`config.mk`:
```
export PLATFORM = sky130hd
export DESIGN_NAME = id_ex_stage
export DESIGN_NICKNAME = d
export VERILOG_FILES = /design/src/rtl/id_ex_stage.sv
export SDC_FILE = /design/constraint.sdc
export NUM_CORES = 1
export LEC_CHECK = 0
export CAP_MARGIN = 10
export CORE_ASPECT_RATIO = 1.2
export CORE_MARGIN = 4
export CORE_UTILIZATION = 24
export CTS_CLUSTER_DIAMETER = 50
export DETAILED_ROUTE_END_ITERATION = 10
export DONT_BUFFER_PORTS = 1
export HOLD_SLACK_MARGIN = 0.08
export SLEW_MARGIN = 5
export SYNTH_ARGS = -nofsm -noshare
export SYNTH_HDL_FRONTEND = slang
export SYNTH_SLANG_ARGS = --single-unit
```
`constraint.sdc`:
```
create_clock -name clk -period 2.2 [get_ports clk]
set_input_delay 0.33 -clock clk [delete_from_list [all_inputs] [get_ports clk]]
set_output_delay 0.33 -clock clk [all_outputs]
set_load 0.1 [all_outputs]
```
`src/rtl/id_ex_stage.sv`:
```
// id_ex_stage: MIPS decode/issue stage feeding the integer ALU.
// It decodes instr into an ALU op_code/shamt, selects operands with EX/MEM
// forwarding, detects load-use hazards and registers the result in ID/EX.
// Ports:
//   clk, rst_n                    clock, async active-low reset
//   instr, instr_valid            instruction from IF/ID
//   rs_data, rt_data              regfile read data for instr[25:21]/[20:16]
//   stall, flush                  hold ID/EX / squash into a bubble
//   ex_result                     ALU result of the instruction held in ID/EX
//   mem_wr_en, mem_rd, mem_result MEM-stage writeback
//   reg1, reg2, op_code, shamt    ALU inputs
//   rd_out, reg_write             destination and its write enable
//   mem_read, mem_write           lw / sw in EX
//   store_data                    forwarded rt value for sw
//   valid_out, illegal            real instruction / unsupported-op pulse
//   load_use_stall                combinational; IF/ID must hold instr
module id_ex_stage #(
  parameter int unsigned DW     = 32,
  parameter int unsigned NOP_OP = 12
) (
  input  logic          clk,
  input  logic          rst_n,
  input  logic [31:0]   instr,
  input  logic          instr_valid,
  input  logic [DW-1:0] rs_data,
  input  logic [DW-1:0] rt_data,
  input  logic          stall,
  input  logic          flush,
  input  logic [DW-1:0] ex_result,
  input  logic          mem_wr_en,
  input  logic [4:0]    mem_rd,
  input  logic [DW-1:0] mem_result,
  output logic [DW-1:0] reg1,
  output logic [DW-1:0] reg2,
  output logic [4:0]    op_code,
  output logic [4:0]    shamt,
  output logic [4:0]    rd_out,
  output logic          reg_write,
  output logic          mem_read,
  output logic          mem_write,
  output logic [DW-1:0] store_data,
  output logic          valid_out,
  output logic          illegal,
  output logic          load_use_stall
);

  localparam int unsigned RW = 5;
  localparam logic [RW-1:0] OP_NOP = RW'(NOP_OP);

  typedef struct packed {
    logic [RW-1:0] op;
    logic [RW-1:0] shamt;
    logic [RW-1:0] dest;
    logic          wr;
    logic          mrd;
    logic          mwr;
    logic          ill;
    logic          use_imm;
    logic          zext;
    logic          rs_src;
    logic          rt_src;
  } dec_t;

  logic [5:0]    opc;
  logic [5:0]    funct;
  logic [RW-1:0] rs;
  logic [RW-1:0] rt;
  logic [RW-1:0] rd;
  logic [15:0]   imm;
  dec_t          dec;
  logic [DW-1:0] imm_ext;
  logic [DW-1:0] fwd_rs;
  logic [DW-1:0] fwd_rt;
  logic          ex_fwd_en;
  logic          bubble;

  assign opc   = instr[31:26];
  assign rs    = instr[25:21];
  assign rt    = instr[20:16];
  assign rd    = instr[15:11];
  assign funct = instr[5:0];
  assign imm   = instr[15:0];

  // Instruction decode; anything not matched stays a NOP-coded illegal op.
  always_comb begin
    dec    = '0;
    dec.op = OP_NOP;
    if (instr == 32'd0) begin
      dec.op = OP_NOP;
    end else begin
      case (opc)
        6'h00: begin
          dec.dest   = rd;
          dec.wr     = 1'b1;
          dec.rs_src = 1'b1;
          dec.rt_src = 1'b1;
          case (funct)
            6'h20: dec.op = RW'(0);
            6'h21: dec.op = RW'(1);
            6'h22: dec.op = RW'(2);
            6'h23: dec.op = RW'(3);
            6'h24: dec.op = RW'(4);
            6'h25: dec.op = RW'(5);
            6'h27: dec.op = RW'(6);
            6'h2A: dec.op = RW'(7);
            6'h00: begin dec.op = RW'(8);  dec.shamt = instr[10:6]; dec.rs_src = 1'b0; end
            6'h02: begin dec.op = RW'(9);  dec.shamt = instr[10:6]; dec.rs_src = 1'b0; end
            6'h03: begin dec.op = RW'(10); dec.shamt = instr[10:6]; dec.rs_src = 1'b0; end
            6'h08: begin dec.op = RW'(11); dec.wr = 1'b0; end
            default: begin
              dec.ill    = 1'b1;
              dec.dest   = '0;
              dec.wr     = 1'b0;
              dec.rs_src = 1'b0;
              dec.rt_src = 1'b0;
            end
          endcase
        end
        6'h08, 6'h09, 6'h0A, 6'h0C, 6'h0D, 6'h23: begin
          dec.dest    = rt;
          dec.wr      = 1'b1;
          dec.use_imm = 1'b1;
          dec.rs_src  = 1'b1;
          case (opc)
            6'h08:   dec.op = RW'(0);
            6'h09:   dec.op = RW'(1);
            6'h0A:   dec.op = RW'(7);
            6'h0C:   begin dec.op = RW'(4); dec.zext = 1'b1; end
            6'h0D:   begin dec.op = RW'(5); dec.zext = 1'b1; end
            default: begin dec.op = RW'(1); dec.mrd = 1'b1; end
          endcase
        end
        6'h2B: begin
          dec.op      = RW'(1);
          dec.mwr     = 1'b1;
          dec.use_imm = 1'b1;
          dec.rs_src  = 1'b1;
          dec.rt_src  = 1'b1;
        end
        default: dec.ill = 1'b1;
      endcase
    end
  end

  assign imm_ext = dec.zext ? DW'({16'd0, imm}) : DW'({{16{imm[15]}}, imm});

  // A load in EX has no result yet; it is covered by load_use_stall instead.
  assign ex_fwd_en = valid_out & reg_write & ~mem_read;

  // Operand forwarding: EX beats MEM beats the regfile; $0 always reads zero.
  assign fwd_rs = (rs == '0)                          ? '0 :
                  (ex_fwd_en && (rd_out == rs))       ? ex_result :
                  (mem_wr_en && (mem_rd == rs))       ? mem_result : rs_data;
  assign fwd_rt = (rt == '0)                          ? '0 :
                  (ex_fwd_en && (rd_out == rt))       ? ex_result :
                  (mem_wr_en && (mem_rd == rt))       ? mem_result : rt_data;

  assign load_use_stall = instr_valid & valid_out & mem_read & (rd_out != '0) &
                          ((dec.rs_src & (rd_out == rs)) | (dec.rt_src & (rd_out == rt)));

  // flush wins over stall; stall wins over the hazard/empty-slot bubbles.
  assign bubble = flush | (~stall & (load_use_stall | ~instr_valid));

  // ID/EX pipeline register.
  always_ff @(posedge clk or negedge rst_n) begin
    if (!rst_n) begin
      reg1       <= '0;
      reg2       <= '0;
      op_code    <= OP_NOP;
      shamt      <= '0;
      rd_out     <= '0;
      reg_write  <= 1'b0;
      mem_read   <= 1'b0;
      mem_write  <= 1'b0;
      store_data <= '0;
      valid_out  <= 1'b0;
      illegal    <= 1'b0;
    end else if (bubble) begin
      op_code    <= OP_NOP;
      shamt      <= '0;
      rd_out     <= '0;
      reg_write  <= 1'b0;
      mem_read   <= 1'b0;
      mem_write  <= 1'b0;
      valid_out  <= 1'b0;
      illegal    <= 1'b0;
    end else if (stall) begin
      illegal    <= 1'b0;
    end else begin
      reg1       <= fwd_rs;
      reg2       <= dec.use_imm ? imm_ext : fwd_rt;
      op_code    <= dec.op;
      shamt      <= dec.shamt;
      rd_out     <= dec.dest;
      reg_write  <= dec.wr & (dec.dest != '0);
      mem_read   <= dec.mrd;
      mem_write  <= dec.mwr;
      store_data <= fwd_rt;
      valid_out  <= 1'b1;
      illegal    <= dec.ill;
    end
  end

endmodule

```
==> run summary <==
Num rows = 67
Max clock buf depth = 2
Die height = 194 um
GP Congestion = 0.885
Sink Count = 115
Hold Buf Count CTS = 5
Vias/cell = 5.10
Final setup violation count = 116
Final hold vios = 115
Die Area = 31500 um2
Period minus WS final = 2.49 ns
Setup TNS = -25.63 ns
Commonest non-fill, non-tap cells in the layout = 113 x buf_4, 106 x dfrtp_1, 85 x nand2_1
Ports = 288
Largest net degree at the start of global routing = 116
Crit Path Category = reg -> reg
Worst endpoint required time = 2.49 ns
Synthesized flop and latch total = 115
Num CTS Buffers = 17
Worst Path Max Fanout = 9
Die width = 163 um
Post-Layout Cell Count = 1247
P_leak = 4.08 nW
Number of diodes = 0
Post-synth cell types = 53
PwrDens = 1010 nW/um2
Mapped cell area = 6890 um2
Clock transition at path regs = 0.06 ns
Final Util = 34.6%
Area share of the largest cell type after synthesis = 41.1%
Fin crit share = 113%
Post-Synthesis Cells = 739
Avg WL per Cell = 22.6 um
Clk_lat worst skew = 0.41 ns
CTS tree = yes
Half-perimeter wire length after placement = 20.7 mm
Initial Util = 24.5%
Reg2reg setup slack = -0.29 ns
Post-synthesis cell type with the largest combined area = dfrtp_1
Core Region = 28100 um2
GR Overflow Total = 0
Initial DRC Count = 324
Post-synth EDFFs = 0
GRT Util Overall = 16.8%
Via count = 6365
DRC = 0
Yosys warns = 0
CP startpoint kind = flip-flop
First-pass GRT wire length = 40.2 mm
Post-placement cell count = 1194
Pwr Total = 0.00982 W
Sequential fraction of the synthesis area = 41.8%
Top_reg_cell synth = dfrtp_1
Filler cell count = 2814
Syn Area/Cell = 9.32 um2
Layout cells sized above 1 = 34.6%
Top cells by area, synth = dfrtp_1 41%, mux2_2 7.4%, mux2i_1 7.1%
Failing checks = hold timing, setup timing
Peak VDD IR = 0.000462 V
H-tree levels = 4
Multi-input gate area = 4090 um2
Setup WS post-layout = -0.292 ns
Final Net Count = 1026
Post-Syn Nets = 910
Ys async rst share = 100%
Crit end category = flip-flop
Root buf cell = clkbuf_16
Sequential cell area = 2890 um2
Fin Hold WS = -0.388 ns
RSZ-0062 raised after global routing = true
Most common cell after layout, fill and taps aside = buf_4
Final clock skew = 0.0113 ns
Slew headroom = 34.4%
Remaining antenna violation count after routing = 0
Area Overhead vs Synth = 41.2%
Number of global-route vias before repair = 6496
Final wirelength = 28.2 mm
IO buf count = 0
Worst-Margin Slew = 0.983 ns
Final Max Slew Viols = 0
Min-delay worst type = in -> async
Pre-antenna DRT Iters = 4
Max Fclk = 401 MHz
Initial antenna violation count = 0
Max-cap violations = 0
Status = complete, but fails checks
Worst EP arrival = 2.78 ns
[cell families (layout without fill, tap and decap cells)]
logic type                count (synthesis)  in the layout  synth area share [%]
buffers and inverters                    80            209                  5.07
AOI/OAI and AO/OA                       194            194                  20.4
and+or+nand+nor                         230            230                  14.8
xor gates and xnor gates                 20             20                  2.54
other                                     1              1                0.0545
DFF                                     115            115                  41.8
muxes                                    99             99                  15.3
[power by group]
group	switching, W	internal (W)
Combinational	0.00184	0.000859
Clock	0.00111	0.00194
Sequential	0.00163	0.00244
[state kept, by name (all words and copies together), names as in the netlist]
name and cells:
reg2 32, reg1 32, shamt 5, valid_out 1
mem_read 1, reg_write 1, op_code 4, store_data 32
rd_out 5, mem_write 1, illegal 1
[synthesized netlist by cell type (11+ instances only)]
library cell and number:
o21ai_0 28, dfrtp_1 113, a31o_2 17, mux2i_1 49, inv_1 20, nor2_1 80
nand2_1 86, a21oi_1 21, buf_2 12, mux2_2 45, a2bb2oi_1 18, a211oi_1 32
o22a_1 15, xor2_1 11, clkbuf_1 40, nand3_1 20, o211ai_1 33
[routing by layer]
layer	track usage, %	wire [um]
met2	29.6	14200
met1	18.9	10900
met5	0	0
met3	5.62	2480
met4	5.50	646
[worst paths after layout]
kind                       startpoint    endpoint  cells past startpoint
min in group clk            instr[26]    mem_read                      2
min reg2reg                  shamt[2]    shamt[2]                      1
min                             rst_n    reg1[24]                      0
max reg2reg                 rd_out[1]    reg1[22]                      9
max in group asynchronous       rst_n  op_code[2]                      0
max                         rd_out[1]    reg1[22]                      9
[metrics by stage]
stage               instance area, um2  setup WS (ns)
floorplan                         7100         -0.169
global placement                  8470         -0.261
detailed placement                8470         -0.315
CTS                               9430         -0.292
global route                      9720         -0.348
finish                            9720         -0.292
[layout make-up]
cell class / instances / share of cell area [%]
flip-flops and latches: 115 / 29.8
clock inverters: 14 / 2.06
clock buffers: 18 / 4.52
multi-input cells: 544 / 42.1
well taps: 379 / 4.88
repair buffers: 157 / 15.9
inverters: 20 / 0.772
[worst max-delay path, stage by stage (launching register included)]
cell and delay [ns]:
dfrtp_4 0.47, or4_4 0.56, o2111ai_4 0.23, a31o_4 0.14
a21oi_4 0.05, buf_6 0.13, nor2_4 0.16, buf_12 0.18
clkbuf_16 0.16, mux2_4 0.29
[repair_timing]
| item | 4_1_cts | 5_1_grt |
|---|---|---|
| hold endpoints to repair | 120 | 115 |
| pin swaps | 9 | 8 |
| resized for setup | 41 | 35 |
| cloned | 1 | 5 |
| setup endpoints to repair | 116 | 116 |
| setup buffers | 6 | 4 |
Power figures use the tool's default switching activity.
